==> src/rtl/ncc_sequencer.sv <==
// NCC grid sequencer: descriptor load, window streaming and result handshake
// for one match job over the PE array.
module ncc_sequencer #(
    parameter int GRID_ROWS    = 16,
    parameter int GRID_COLS    = 16,
    parameter int PIX_PER_WORD = 4,
    parameter int WIN_PIXELS   = 640,
    parameter int CW           = $clog2(WIN_PIXELS + 1)
) (
    input  logic                                       clk,
    input  logic                                       rst,
    input  logic                                       start,
    input  logic                                       reuse_desc,
    input  logic                                       desc_valid,
    output logic                                       desc_ready,
    output logic                                       desc_load,
    output logic [$clog2(GRID_ROWS)-1:0]               desc_row,
    output logic [$clog2(GRID_COLS/PIX_PER_WORD)-1:0]  desc_col_group,
    input  logic                                       win_valid,
    output logic                                       win_ready,
    output logic                                       load_win,
    output logic                                       load_acc,
    output logic                                       result_valid,
    input  logic                                       result_ready,
    output logic [CW-1:0]                              result_idx,
    output logic                                       busy,
    output logic                                       done
);

    localparam int GROUPS = GRID_COLS / PIX_PER_WORD;
    localparam int RW     = $clog2(GRID_ROWS);
    localparam int GW     = $clog2(GROUPS);

    localparam logic [RW-1:0] ROW_LAST = RW'(GRID_ROWS - 1);
    localparam logic [GW-1:0] GRP_LAST = GW'(GROUPS - 1);
    localparam logic [CW-1:0] K_LAST   = CW'(WIN_PIXELS - 1);
    // accepting a pixel while k >= K_FIRST fills the grid and yields a result
    localparam logic [CW-1:0] K_FIRST  = CW'(GRID_COLS - 1);

    typedef enum logic [2:0] {
        S_IDLE,
        S_DESC,
        S_STREAM,
        S_DRAIN,
        S_DONE
    } state_t;

    state_t        state;
    state_t        state_nx;
    logic          desc_resident;
    logic [CW-1:0] kcnt;
    logic          last_word;
    logic          last_pix;

    assign last_word = desc_load && (desc_row == ROW_LAST)
                       && (desc_col_group == GRP_LAST);
    assign last_pix  = load_win && (kcnt == K_LAST);

    always_ff @(posedge clk) begin
        if (rst) begin
            state <= S_IDLE;
        end else begin
            state <= state_nx;
        end
    end

    always_comb begin
        state_nx = state;
        unique case (state)
            S_IDLE: begin
                if (start) begin
                    state_nx = (reuse_desc && desc_resident) ? S_STREAM : S_DESC;
                end
            end
            S_DESC: begin
                if (last_word) state_nx = S_STREAM;
            end
            S_STREAM: begin
                if (last_pix) state_nx = S_DRAIN;
            end
            S_DRAIN: begin
                if (!result_valid || result_ready) state_nx = S_DONE;
            end
            S_DONE: begin
                state_nx = S_IDLE;
            end
            default: begin
                state_nx = S_IDLE;
            end
        endcase
    end

    always_comb begin
        desc_ready = (state == S_DESC);
        desc_load  = desc_ready && desc_valid;
        win_ready  = (state == S_STREAM) && (!result_valid || result_ready);
        load_win   = win_ready && win_valid;
        load_acc   = load_win;
    end

    always_ff @(posedge clk) begin
        if (rst) begin
            desc_row       <= '0;
            desc_col_group <= '0;
            desc_resident  <= 1'b0;
            kcnt           <= '0;
            result_valid   <= 1'b0;
            result_idx     <= '0;
            busy           <= 1'b0;
            done           <= 1'b0;
        end else begin
            busy <= (state_nx != S_IDLE);
            done <= (state_nx == S_DONE);

            if (state == S_IDLE && start) begin
                desc_row       <= '0;
                desc_col_group <= '0;
                kcnt           <= '0;
            end

            if (desc_load) begin
                if (desc_col_group == GRP_LAST) begin
                    desc_col_group <= '0;
                    if (desc_row == ROW_LAST) begin
                        desc_row      <= '0;
                        desc_resident <= 1'b1;
                    end else begin
                        desc_row <= desc_row + 1'b1;
                    end
                end else begin
                    desc_col_group <= desc_col_group + 1'b1;
                end
            end

            if (load_win) begin
                kcnt <= kcnt + 1'b1;
            end

            if (load_win && (kcnt >= K_FIRST)) begin
                result_valid <= 1'b1;
                result_idx   <= kcnt - K_FIRST;
            end else if (result_ready) begin
                result_valid <= 1'b0;
            end
        end
    end

endmodule

==> config.mk <==
export PLATFORM = sky130hd
export DESIGN_NAME = ncc_sequencer
export DESIGN_NICKNAME = d
export VERILOG_FILES = /design/src/rtl/ncc_sequencer.sv
export SDC_FILE = /design/constraint.sdc
export NUM_CORES = 1
export LEC_CHECK = 0
export CAP_MARGIN = 20
export CORE_MARGIN = 2
export CORE_UTILIZATION = 25
export CTS_BUF_LIST = sky130_fd_sc_hd__clkbuf_16
export DETAILED_ROUTE_END_ITERATION = 10
export GPL_TIMING_DRIVEN = 0
export PLACE_DENSITY = 0.49
export SYNTH_ARGS = -nofsm -noshare
export SYNTH_HDL_FRONTEND = slang
export SYNTH_SLANG_ARGS = --single-unit
==> constraint.sdc <==
create_clock -name clk -period 1.6 [get_ports clk]
set_input_delay 0.32 -clock clk [delete_from_list [all_inputs] [get_ports clk]]
set_output_delay 0.32 -clock clk [all_outputs]
set_load 0.01 [all_outputs]
==> results of run 1 <==
cells by family after synthesis:
kind of cell | after synthesis | share of synthesized area [%]
AO/OA/AOI/OAI | 59 | 22.1
XOR/XNOR | 8 | 4.19
adder cells (fa/ha/maj) | 3 | 2.24
buffers and inverters | 22 | 5.91
flip-flops | 33 | 39.5
AND/OR/NAND/NOR | 73 | 26.1
placed cells by master, fill, tap and decap left out, types with 3 or more instances in the layout:
| cell | count |
|---|---|
| dfxtp_1 | 27 |
| buf_4 | 27 |
| a21oi_1 | 24 |
| clkdlybuf4s50_1 | 23 |
| nand3_1 | 14 |
| buf_6 | 10 |
| nand2_1 | 9 |
| inv_1 | 7 |
| o21ai_0 | 6 |
| a311oi_1 | 6 |
| clkbuf_16 | 6 |
| a21oi_2 | 5 |
| nand3_4 | 4 |
| nor2_1 | 4 |
| clkbuf_2 | 4 |
| nand4_1 | 4 |
| xor2_1 | 4 |
| xnor2_1 | 4 |
| buf_8 | 3 |
| nor3_1 | 3 |
| or3_1 | 3 |
| and3_1 | 3 |
| o31ai_1 | 3 |
| dfxtp_2 | 3 |
| dfxtp_4 | 3 |
worst paths after layout:
| check | cells past startpoint | to | startpoint |
|---|---|---|---|
| hold / removal | 2 | desc_resident | desc_resident |
| setup / recovery | 8 | state[1] | state[0] |
| hold reg to reg | 2 | desc_resident | desc_resident |
| setup reg to reg | 8 | state[1] | state[0] |
metal layers:
metal / vias to the layer above / share of wire, % / global-route usage [%]
met5: - / 0 / 0
met1: 844 / 48 / 19.7
li1: 874 / - / -
met3: 4 / 3.8 / 3.27
met4: 0 / 1.3 / 4.62
met2: 37 / 47 / 21.8
power by group:
| part | switching (mW) | internal (mW) |
|---|---|---|
| logic | 0.0882 | 0.0968 |
| clock network | 0.334 | 0.564 |
| registers | 0.00628 | 0.825 |
| total | 0.428 | 1.49 |
through the flow:
stage | power, mW | cells
final | 1.91 | 342
after global routing | 2.00 | 342
after CTS | 1.91 | 328
after detailed placement | 0.964 | 305
after global placement | 0.966 | 305
after floorplan | 0.910 | 198
cells in the mapped netlist, types with 3 or more instances:
cell type  count
nand3_1       17
buf_2          6
nand4_1        4
xor2_1         4
o21ai_0        8
a311oi_1       7
nor3_1         4
inv_1          7
nand2_1       11
xnor2_1        4
a21oi_1       28
clkbuf_1       6
nor2_1         5
and3_1         5
o31ai_1        4
or3_1          5
ha_1           3
or4_1          4
dfxtp_1       33
cell type report:
cell class,count,area [µm²],share of cell area (%)
tap,77,96.3,3.56
clock buffer,5,125,4.63
sequential,33,676,25.0
buffer,10,97.6,3.61
timing repair buffer,62,571,21.1
inverter,9,41.3,1.53
clock inverter,3,13.8,0.509
multi-input combinational,143,1080,40.1
worst register-to-register path: stages (launching register included):
cell and delay [ns]:
dfxtp_4 0.37, or3b_4 0.40, clkinv_4 0.08, buf_6 0.11
buf_6 0.11, nand4_1 0.15, o311a_1 0.20, buf_4 0.14
nor2_2 0.06
state kept, by name (all words and copies together) (netlist names), 2 cells and up:
signal,cells
desc_col_group,2
desc_row,4
kcnt,10
result_idx,10
state,3
repair_timing:
| action | CTS | global route |
|---|---|---|
| setup buffers | 18 | 14 |
| endpoints found under the setup margin | 37 | 35 |
| cloned | 0 | 1 |
| gates resized for setup | 62 | 36 |
| hold endpoints to repair | 0 | 0 |
| pin swaps | 11 | 17 |
==> flow_metrics.tcl, run 1 <==
set metrics [dict create \
    status "finished, violations left" \
    violations "setup timing" \
    crit_family "simple AND/OR/NAND/NOR gates" \
    maxSlewHeadroom_pct 75.7 \
    grt_pass1_vias 1664 \
    cts_tree "yes" \
    gp_congestion 0.770 \
    dieArea_mm2 0.00736 \
    critPathRequiredTime_ns 1.81 \
    final.setup.worst_slack_ns -0.0875 \
    slew_violations 0 \
    cpPeakStageDelay_ns 0.40 \
    synth_area_leaders "dfxtp_1 (39%), a21oi_1 (8.4%), nand3_1 (5.1%), a311oi_1 (3.7%), nand2_1 (2.5%)" \
    ys_seq_elements 33 \
    dpl_cell_area_mm2 0.00207 \
    vias 1759 \
    hold_violations 0 \
    rows 29 \
    worstPathArrival_ns 1.90 \
    nNetsFinal 274 \
    antenna_found_initial 0 \
    worstPathMaxFanout 4 \
    fin_setup_tns_ns -0.439 \
    htreeDepth 2 \
    drive_gt1_share_pct 35.5 \
    peakVddDrop_mv 0.378 \
    cpMostUsedCell "buf_6" \
    min_period_over_period_pct 105 \
    mappedNetlistNets 208 \
    yosysTopAreaCell "dfxtp_1" \
    portBuffers 30 \
    slowest_stage "or3b_4" \
    cts_made_buffers 5 \
    syn_inst 198 \
    hpwl_um 3180 \
    drc 0 \
    vias_per_cell 5.14 \
    worstMarginPinSlew_ns 0.363 \
    drt_iter0_markers 113 \
    grt_remaining_overflow 0 \
    cts.clk_slew.worst_paths_ns 0.05 \
    fin_worst_skew_ns 0.00455 \
    start_kind "flop" \
    design.core.area_mm2 0.00642 \
    whs_ns 0.470 \
    ys_seq_area_share_pct 39.5 \
    end_kind "flop" \
    min_path_type "flop to flop" \
    grtUsageTotal_pct 14.2 \
    grt_max_degree 11 \
    pre_cts_ws_ns -1.19 \
    detail-route-antenna-nets 0 \
    insertedDiodeCount 0 \
    maxCapViolations 0 \
    leakagePower_nw 1.04 \
    die_x_um 85.8 \
    ctsHoldBuffers 0 \
    cts_sinks 33 \
    power_density_mw_per_mm2 708 \
    fp.dieH_um 85.8 \
    max_freq_mhz 593 \
    final_util_pct 42.1 \
    clock_latency_ns 0.27 \
    synth_cell_type_count 47 \
    clockBufferDepth 2 \
    synth_edf_count 0 \
    fill_cells 657 \
    area_growth_pct 61.6 \
    wire_per_inst_um 15.1 \
    finalWirelength_um 5180 \
    rsz0062_at_grt "true" \
    finalSetupViolCount 9 \
    yosysWarningCount 0 \
    synth_area_per_cell_um2 8.45 \
    path_class "flop to flop" \
    clockRootBuffer "clkbuf_16" \
    path_buf_inv 4 \
    reg2reg_slack_ns -0.09 \
    ys.flop_type "dfxtp_1" \
    grt_pass1_wl_um 8310 \
    syn-cell-area_mm2 0.00167 \
    num_io_pins 31 \
    stdcell_area_mm2 0.00270 \
    async_reset_ff_share_pct 0 \
    synth.top_cell.area_share_pct 39.5 \
    start_util_pct 26.0 \
    timing.critical_path.cells "or3b_4, clkinv_4, buf_6, buf_6, nand4_1, o311a_1, buf_4, nor2_2" \
    first_pass_iters 6 \
    min_period_ns 1.69 \
]
Note: power is estimated with default switching activity, not from simulation.
==> run 2: changes to the inputs <==
- CTS_CLUSTER_DIAMETER: unset -> 120
==> results of run 2 <==
Final layout, timing and power as in run 1 (identical DEF).
==> run 3: changes to the inputs <==
- CORE_MARGIN: 2 -> unset
==> flow_metrics.tcl, run 3 (synthesis results as in run 1) <==
set metrics [dict create \
    drc 2 \
    area_growth_pct 57.9 \
    hold_violations 0 \
    finalWirelength_um 5040 \
    clockBufferDepth 2 \
    antenna_found_initial 0 \
    rr_startpoint "state[0]" \
    grt_max_degree 11 \
    power_density_mw_per_mm2 713 \
    min_period_ns 1.66 \
    fill_cells 630 \
    m1WireLength_um 2420 \
    grt_remaining_overflow 0 \
    rsz0062_at_grt "true" \
    final.setup.worst_slack_ns -0.0634 \
    wire_per_inst_um 15.1 \
    violations "DRC, setup timing" \
    min_period_over_period_pct 104 \
    grtUsageTotal_pct 14.9 \
    gp_congestion 0.804 \
    finalSetupViolCount 3 \
    path_buf_inv 3 \
    route.met2.wl_um 2350 \
    htreeDepth 2 \
    slowest_stage "or3b_4" \
    portBuffers 30 \
    worstHoldStart "desc_resident" \
    reg2reg_slack_ns 0.01 \
    crit_start "state[0]" \
    worstPathArrival_ns 1.34 \
    drive_gt1_share_pct 33.9 \
    crit_family "simple AND/OR/NAND/NOR gates" \
    design.core.area_mm2 0.00642 \
    grt_pass1_wl_um 8400 \
    peakVddDrop_mv 0.356 \
    cts.clk_slew.worst_paths_ns 0.05 \
    path_class "flop to output port" \
    slew_violations 0 \
    status "finished, violations left" \
    max_freq_mhz 601 \
    worstPathMaxFanout 4 \
    vias 1746 \
    cts_made_buffers 5 \
    maxCapViolations 0 \
    clockRootBuffer "clkbuf_16" \
    dieArea_mm2 0.00702 \
    final_util_pct 41.1 \
    end_kind "output port" \
    leakagePower_nw 0.990 \
    maxSlewHeadroom_pct 75.4 \
    pre_cts_ws_ns -1.17 \
    largestRegisters "kcnt x10, result_idx x10, desc_row x4" \
    critPathRequiredTime_ns 1.28 \
    insertedDiodeCount 0 \
    start_util_pct 26.0 \
    cts_sinks 33 \
    cpPeakStageDelay_ns 0.40 \
    worstMarginPinSlew_ns 0.368 \
    min_path_type "flop to flop" \
    topRoutingLayerUsed "met4" \
    vias_per_cell 5.23 \
    met3_wirelength_um 188 \
    drt_iter0_markers 110 \
    die_x_um 83.8 \
    num_io_pins 31 \
    nNetsFinal 267 \
    cts_tree "yes" \
    timing.critical_path.cells "or3b_4, clkinv_4, nand2_4, inv_2, buf_6" \
    grt_pass1_vias 1667 \
    fp.dieH_um 83.8 \
    layout_common_cells "a21oi_1 (25), dfxtp_1 (25), buf_4 (23), clkdlybuf4s50_1 (23), nand3_1 (14)" \
    hpwl_um 3150 \
    start_kind "flop" \
    fin_worst_skew_ns 0.00477 \
    rows 29 \
    first_pass_iters 7 \
    detail-route-antenna-nets 0 \
    clock_latency_ns 0.28 \
    ctsHoldBuffers 0 \
]
-- run 3: cell types whose count changed in the layout (fill, tap and decap cells not counted), moves of 2 or more --
cell      previous run  this run
buf_4               27        23
clkinv_2             2         0
dfxtp_2              3         5
o21ai_0              6         3
o21ai_1              2         5
dfxtp_1             27        25
-- run 3: where the power goes --
part	total (mW)	switching [mW]	leakage (nW)	internal [mW]
clock	0.880	0.325	0.0685	0.555
sequential	0.832	0.00578	0.271	0.826
combinational	0.171	0.0849	0.650	0.0866
-- run 3: per-stage QoR --
step	instances	power (mW)	hold slack [ns]	setup TNS (ns)	cell area, µm²
CTS	329	1.88	0.454	-0.247	2500
floorplan	198	0.910	0.434	0	1670
detailed placement	305	0.964	0.446	-18.36	2070
global route	334	1.94	0.496	-0.353	2640
finish	334	1.88	0.454	-0.157	2640
global placement	305	0.966	0.445	-19.23	2070
-- run 3: worst reg2reg max path, cell delays in order (launching register included) --
cell and delay, ns:
dfxtp_4 0.37, or3b_4 0.40, clkinv_4 0.09, buf_6 0.11, nand3_4 0.09, or3_4 0.34, a21oi_2 0.11
-- run 3: timing repair --
item | in CTS | in global routing
gates resized for setup | 66 | 35
pin swaps | 12 | 21
buffers inserted | 19 | 8
endpoints found under the hold margin | 0 | 0
endpoints found under the setup margin | 36 | 30
-- run 3: cell type report --
type | instances | area [µm²] | share of cell area [%]
Timing Repair Buffer | 56 | 508 | 19.2
Tap cell | 77 | 96.3 | 3.65
Clock buffer | 5 | 125 | 4.74
Sequential cell | 33 | 678 | 25.7
Clock inverter | 2 | 7.51 | 0.284
Multi-Input combinational cell | 143 | 1100 | 41.7
Buffer | 9 | 82.6 | 3.13
Inverter | 9 | 41.3 | 1.56
-- run 3: routing by layer --
metal	vias to the layer above	GRT usage (%)
met1	852	20.4
met3	5	2.67
li1	859	-
met2	30	23.2
met5	-	0
met4	0	6.11
-- run 3: worst paths after layout --
kind / to / cells past startpoint
worst max-delay path: desc_load / 5
worst min-delay path: desc_resident / 2
worst max register to register: desc_row[0] / 6
worst min register to register: desc_resident / 2
